===== src/rtl/jk_pkg.sv =====
// Shared JK command encoding for the counter and its flip-flop cells.
// Latency: n/a (types and constants only).
// Backpressure: n/a.
package jk_pkg;

    // {J,K} command presented to one flipJK cell
    typedef logic [1:0] jk_cmd_t;

    localparam jk_cmd_t JK_HOLD = 2'b00;
    localparam jk_cmd_t JK_RST  = 2'b01;
    localparam jk_cmd_t JK_SET  = 2'b10;
    localparam jk_cmd_t JK_TOG  = 2'b11;

endpackage


===== src/rtl/jk_counter_flipjk.sv =====
// Single JK flip-flop cell with enable; holds one bit of counter state.
// Latency: Q updates on the rising CLK edge after J/K are presented.
// Backpressure: none; EN low freezes the cell.
module flipJK
    import jk_pkg::*;
(
    input  logic CLK,
    input  logic RESET,
    input  logic EN,
    input  logic J,
    input  logic K,
    output logic Q
);

    // JK state update: hold / reset / set / toggle, async clear on RESET
    always_ff @(posedge CLK or posedge RESET) begin
        if (RESET) begin
            Q <= 1'b0;
        end else if (EN) begin
            case (jk_cmd_t'({J, K}))
                JK_HOLD: Q <= Q;
                JK_RST:  Q <= 1'b0;
                JK_SET:  Q <= 1'b1;
                JK_TOG:  Q <= ~Q;
                default: Q <= Q;
            endcase
        end
    end

endmodule


===== src/rtl/jk_counter.sv =====
// Modulo-MODULUS up/down counter with clamped parallel load, state held in flipJK cells.
// Latency: Q follows the command one CLK edge later; TC is combinational; WRAP lags TC by one edge.
// Backpressure: none; EN low holds the count, LOAD overrides EN.
module jk_counter
    import jk_pkg::*;
#(
    parameter int WIDTH   = 4,
    parameter int MODULUS = 10
) (
    input  logic             CLK,
    input  logic             RESET,
    input  logic             EN,
    input  logic             UP,
    input  logic             LOAD,
    input  logic [WIDTH-1:0] D,
    output logic [WIDTH-1:0] Q,
    output logic             TC,
    output logic             WRAP
);

    localparam logic [WIDTH-1:0] MAXV = WIDTH'(MODULUS - 1);
    // one extra bit so MODULUS == 2**WIDTH is still representable
    localparam logic [WIDTH:0]   MODW = (WIDTH + 1)'(MODULUS);

    logic [WIDTH-1:0]    nxt;
    logic [WIDTH-1:0]    tog;
    jk_cmd_t [WIDTH-1:0] cmd;

    // Next count: LOAD (clamped) beats EN, EN beats hold; the boundary test comes
    // before the +/-1 so no out-of-range value is produced, and any stray
    // out-of-range state recovers to 0 on the next up-count.
    always_comb begin
        nxt = Q;
        if (LOAD) begin
            nxt = ({1'b0, D} < MODW) ? D : MAXV;
        end else if (EN) begin
            if (UP) begin
                nxt = (Q >= MAXV) ? '0 : Q + 1'b1;
            end else begin
                nxt = (Q == '0) ? MAXV : Q - 1'b1;
            end
        end
    end

    // Toggle encoding: only changing bits get JK=11, all others JK=00
    always_comb begin
        tog = Q ^ nxt;
        for (int i = 0; i < WIDTH; i++) begin
            cmd[i] = tog[i] ? JK_TOG : JK_HOLD;
        end
    end

    for (genvar g = 0; g < WIDTH; g++) begin : g_bit
        flipJK u_bit (
            .CLK   (CLK),
            .RESET (RESET),
            .EN    (1'b1),
            .J     (cmd[g][1]),
            .K     (cmd[g][0]),
            .Q     (Q[g])
        );
    end

    assign TC = EN & ~LOAD & (UP ? (Q == MAXV) : (Q == '0));

    // Registered wrap pulse: high for the cycle after an edge taken with TC set
    always_ff @(posedge CLK or posedge RESET) begin
        if (RESET) begin
            WRAP <= 1'b0;
        end else begin
            WRAP <= TC;
        end
    end

endmodule


===== config.mk =====
export PLATFORM = sky130hd
export DESIGN_NAME = jk_counter
export DESIGN_NICKNAME = d
export VERILOG_FILES = /design/src/rtl/jk_pkg.sv /design/src/rtl/jk_counter_flipjk.sv /design/src/rtl/jk_counter.sv
export SDC_FILE = /design/constraint.sdc
export NUM_CORES = 1
export LEC_CHECK = 0
export ABC_CLOCK_PERIOD_IN_PS = 1900
export CAP_MARGIN = 20
export CORE_MARGIN = 2
export CORE_UTILIZATION = 30
export DETAILED_ROUTE_END_ITERATION = 10
export HOLD_SLACK_MARGIN = 0.15
export PLACE_DENSITY = 0.57
export RECOVER_POWER = 50
export SLEW_MARGIN = 25
export SYNTH_ARGS = -nofsm -noshare
export SYNTH_HDL_FRONTEND = slang
export SYNTH_HIERARCHICAL = 1
export SYNTH_SLANG_ARGS = --single-unit

===== constraint.sdc =====
create_clock -name CLK -period 1.9 [get_ports CLK]
set_input_delay 0.19 -clock CLK [delete_from_list [all_inputs] [get_ports CLK]]
set_output_delay 0.19 -clock CLK [all_outputs]
set_load 0.005 [all_outputs]

## Word-level counts from Yosys, hierarchy flattened

Cells that the tools add are included.

- Input bits: 9
- Flip-flop bits (word level): 5
- Output and inout port bits: 6
- Word-level logic and storage cells: 50

- Reduce and logical (&&, ||, !) cells: 5
- Mux-type cells: 15
- $lt $le $gt $ge: 2
- Equality and inequality tests: 13
- $add $sub $neg: 2
- Bitwise logic cells: 8

Operators with widths:

| kind | count |
|---|---|
| 2-to-1 mux 4 bit | 6 |
| equality test 2 bit (second input constant) | 8 |
| one-hot mux 1 bit (3 select lines) | 4 |
| equality test 2 x 1 -> 1 bit (second input constant) | 4 |
| logical NOT 2 bit | 4 |
| 2-to-1 mux 2 bit | 4 |
| NOT 1 bit | 5 |
| adder 4 x 1 -> 4 bit (second input constant) | 1 |
| equality test 4 bit (second input constant) | 1 |
| greater-or-equal comparator 4 bit (second input constant) | 1 |
| logical NOT 4 bit | 1 |
| less-than comparator 4 bit (second input constant) | 1 |
| subtractor 4 x 1 -> 4 bit (second input constant) | 1 |
| XOR 4 bit | 1 |
| AND 1 bit | 2 |
| 2-to-1 mux 1 bit | 1 |

## Logic depth before layout (Yosys ltp)

- Depth in word-level cells: 9
- Mapped depth: 9
- Mapped depth without buffers: 9

## Cells and area by module

The synthesis kept the hierarchy.

Modules (own cells, without submodules):

| module | cells each | area each (sq um) | seq. area each (sq um) | times used |
|---|---|---|---|---|
| jk_counter | 61 | 474.2 | 25.0 | 1 |
| flipJK | 4 | 40.0 | 25.0 | 4 |

## Least setup slack after synthesis

Ideal clock, no wire load.

- Kind: reg-to-reg
- Start point: register g_bit[1].u_bit.Q
- End point: register g_bit[2].u_bit.Q
- Stages on the path, launching flop included: 10
- Path buffers: 0
- Path slack: 0.002 ns
- Period minus slack after synthesis: 1.898 ns
- Library setup time: 0.082 ns
- Data arrival time: 1.816 ns
- Cells stage by stage: dfrtp_1 inv_1 ha_1 nor2b_1 a221oi_1 a21oi_1 a21o_1 a32oi_1 a21oi_1 a31oi_1

RTL lines:

| element | RTL line | text |
|---|---|---|
| start, declared | jk_counter_flipjk.sv:12 | `output logic Q` |
| start signal, assigned | jk_counter_flipjk.sv:24 | `JK_TOG: Q <= ~Q;` |
| end signal, assigned | jk_counter_flipjk.sv:24 |  |
| end, declared | jk_counter_flipjk.sv:12 |  |

==> summary.txt <==
Min path
  – Worst Hold Class: in -> async

Power and ir drop
  – Pwr/cell area: 1310 nW/um^2
  – Pleak: 0.433 nW
  – Peak VDD IR: 597 uV
  – Total chip power: 1.30 mW

Placed design
  – Detailed Place HPWL: 1330 um
  – I/O Buffers: 14
  – Routability Congestion: 0.765

Timing
  – Setup violations, final: 0
  – Final slew viol count: 0
  – RSZ-0062 raised after global routing: true
  – Hold Fails Final Rpt: 0
  – Setup_tns: 0 ns
  – Worst Clk Skew: 0.00417 ns
  – Tmin final: 1.90 ns
  – Tcrit/Tclk final: 99.9%
  – FMAX: 527 MHz

Synthesis
  – Synth Area in Compound Gates: 37.5%
  – Synth Area in Simple Gates: 21.9%
  – Synth top area cells: dfrtp_1 20%, ha_1 7.9%, a21oi_1 7.1%
  – Top FF cell, synth: dfrtp_1
  – Synthesized area per cell: 8.24 um^2
  – Netlist Area Pre-Place: 634 um^2
  – Count leader, synth: inv_1
  – Yosys reg bits: 5
  – Top cell type by total area after synthesis: dfrtp_1
  – Post-synthesis xor/xnor area fraction: 1.38%
  – EDFF count, synth: 0
  – Yosys top cell area share: 19.7%
  – Yosys warns: 6
  – Part of the Yosys area used for sequential elements: 19.7%
  – Top cells by count, synth: 11 x inv_1, 9 x a21oi_1, 5 x dfrtp_1
  – Adder-Cell Fraction of Synth Area: 7.89%
  – Post-synth ARST share: 100%
  – Largest family of logic cells by synthesized area: compound AO/OA/AOI/OAI gates
  – Multiplexer share of the synthesized area: 0%
  – Gate Count Post-Synth: 77
  – Netlist cell types: 39

Clock network
  – # clock sinks: 5
  – CTS buffer count: 3
  – Clock transition at the registers of the reported paths: 0.05 ns
  – CTS root buffer: clkbuf_4
  – Clk buf depth: 2
  – Clk_lat worst skew: 0.24 ns
  – CTS tree: done
  – Htree depth: 1
  – Cts hold-fix bufs: 0

Floorplan
  – DIE WIDTH: 50.0 um
  – Die H: 50.0 um
  – IO Pins: 15
  – Starting density of the core: 32.0%
  – DIE AREA: 2500 um^2
  – Core ar.: 1980 um^2
  – # rows: 16

Detailed routing
  – Wirelength per Cell: 13.7 um
  – DR pass1 iterations: 4
  – Via/cell ratio: 4.98
  – Uppermost layer routed: met4
  – Met2 WL: 950 um
  – Via Count: 682
  – DRT antenna net count: 0
  – 1st-iter DRT viols: 12
  – Met3 wire len: 52 um
  – DRC violations left: 0
  – Wl on met1: 861 um
  – Total wire length: 1880 um

Setup path
  – Critical path startpoint category: flop
  – Path type of the worst setup path: reg -> reg
  – CP max FO: 3
  – Arrival time at the worst endpoint: 2.06 ns
  – WP buf/inv: 3
  – Critical Path, Cell by Cell: inv_2, ha_2, buf_4, buf_4, a211oi_4, a21oi_2, nor4b_2, a211o_1, a21oi_1, a31oi_1
  – Critical path's most frequent cell: buf_4
  – Family with the most delay on the worst path: compound AO/OA/AOI/OAI gates
  – CP Capture Type: flop
  – CP max stage cell: dfrtp_1
  – Max stage delay on crit path: 0.39 ns
  – Worst EP required: 2.06 ns

Cells and area
  – Layout cells sized above 1: 30.0%
  – Filler cells: 205
  – Multi-input logic area: 537 um^2
  – Ant diodes: 0
  – # nets final: 124
  – Seq. cell area: 125 um^2
  – Area Growth Syn to Fin: 56.4%

Global routing
  – Largest net degree at the start of global routing: 11
  – Number of global-route vias before repair: 629
  – Initial antenna violation count: 0
  – Overall routing resource usage: 14.4%
  – Global route overflow: 0
  – First-pass GRT wire length: 2770 um

Status
  – Status: finished, final reports clean

Run
  – MaxCap Viol Count: 0
[logic make-up (layout without fill, tap and decap cells)]
family                   count (synthesis)  after routing
XOR/XNOR                                 1              1
AO/OA/AOI/OAI                           32             32
flip-flops                               5              5
buffers and inverters                   15             41
adder cells (fa/ha/maj)                  4              4
other                                    1              8
AND/OR/NAND/NOR                         19             19
[power by group]
part           switching [mW]  leakage (nW)  internal (mW)
Sequential             0.0876        0.0587          0.151
Combinational           0.479         0.359          0.463
Clock                  0.0435        0.0150         0.0794
Total                   0.610         0.433          0.693
[final cells by class]
cell class / count / share of cell area [%]
clock buffer: 4 / 2.65
tap: 27 / 3.40
multi-input combinational: 64 / 54.1
inverter: 11 / 4.16
sequential: 5 / 12.6
timing repair buffer: 26 / 23.1
[sequential cells by signal (all words and copies together), names as in the netlist]
signal         count
WRAP               1
g_bit.u_bit/Q      4
[layout by cell type (no fill, tap or decap), types with 3 or more instances in the layout]
cell type,synthesis,layout
a21oi_2,0,4
conb_1,1,8
inv_1,11,9
dfrtp_1,5,5
nand3_1,3,3
clkbuf_4,0,3
a31oi_1,4,4
nor4b_2,2,3
nor2b_1,4,4
a21oi_1,9,5
clkdlybuf4s50_1,0,12
buf_4,1,12
o21ai_0,3,3
[through the flow]
step                      util [%]  area (um^2)  worst slack [ns]  hold WS (ns)  cells
after CTS                     47.7          946          0.000898         0.202    137
after detailed placement      45.2          896            -0.159         0.460    133
after global placement        45.2          896            -0.144         0.457    133
after global routing          50.1          992           -0.0983         0.336    137
final                         50.1          992           0.00247         0.325    137
after floorplan                  -          661           0.00215       -0.0813     84
[repair_timing]
item | in CTS | in global routing
endpoints found under the setup margin | 3 | 4
pin swaps | 5 | 2
buffers inserted | 1 | 1
gates cloned | 0 | 0
gates resized for setup | 8 | 8
[routing by layer]
layer / track usage (%) / up-vias
met5: 0 / -
met4: 3.70 / 0
met3: 2.73 / 2
met2: 24.3 / 16
met1: 18.6 / 322
li1: - / 342
[worst paths after layout]
path                                                   start                            to  slack, ns  cells past startpoint
worst max-delay path            g_bit[0].u_bit/Q$_DFFE_PP0P_  g_bit[1].u_bit/Q$_DFFE_PP0P_      0.002                     10
worst min-delay path                                   RESET  g_bit[0].u_bit/Q$_DFFE_PP0P_       0.33                      2
worst max register to register  g_bit[0].u_bit/Q$_DFFE_PP0P_  g_bit[1].u_bit/Q$_DFFE_PP0P_      0.002                     10
worst min register to register  g_bit[1].u_bit/Q$_DFFE_PP0P_  g_bit[1].u_bit/Q$_DFFE_PP0P_       0.67                      2
max in group asynchronous                              RESET  g_bit[3].u_bit/Q$_DFFE_PP0P_       1.47                      2
min in group CLK                g_bit[1].u_bit/Q$_DFFE_PP0P_  g_bit[1].u_bit/Q$_DFFE_PP0P_       0.67                      2
No activity file was read; power rests on OpenSTA's default activity.
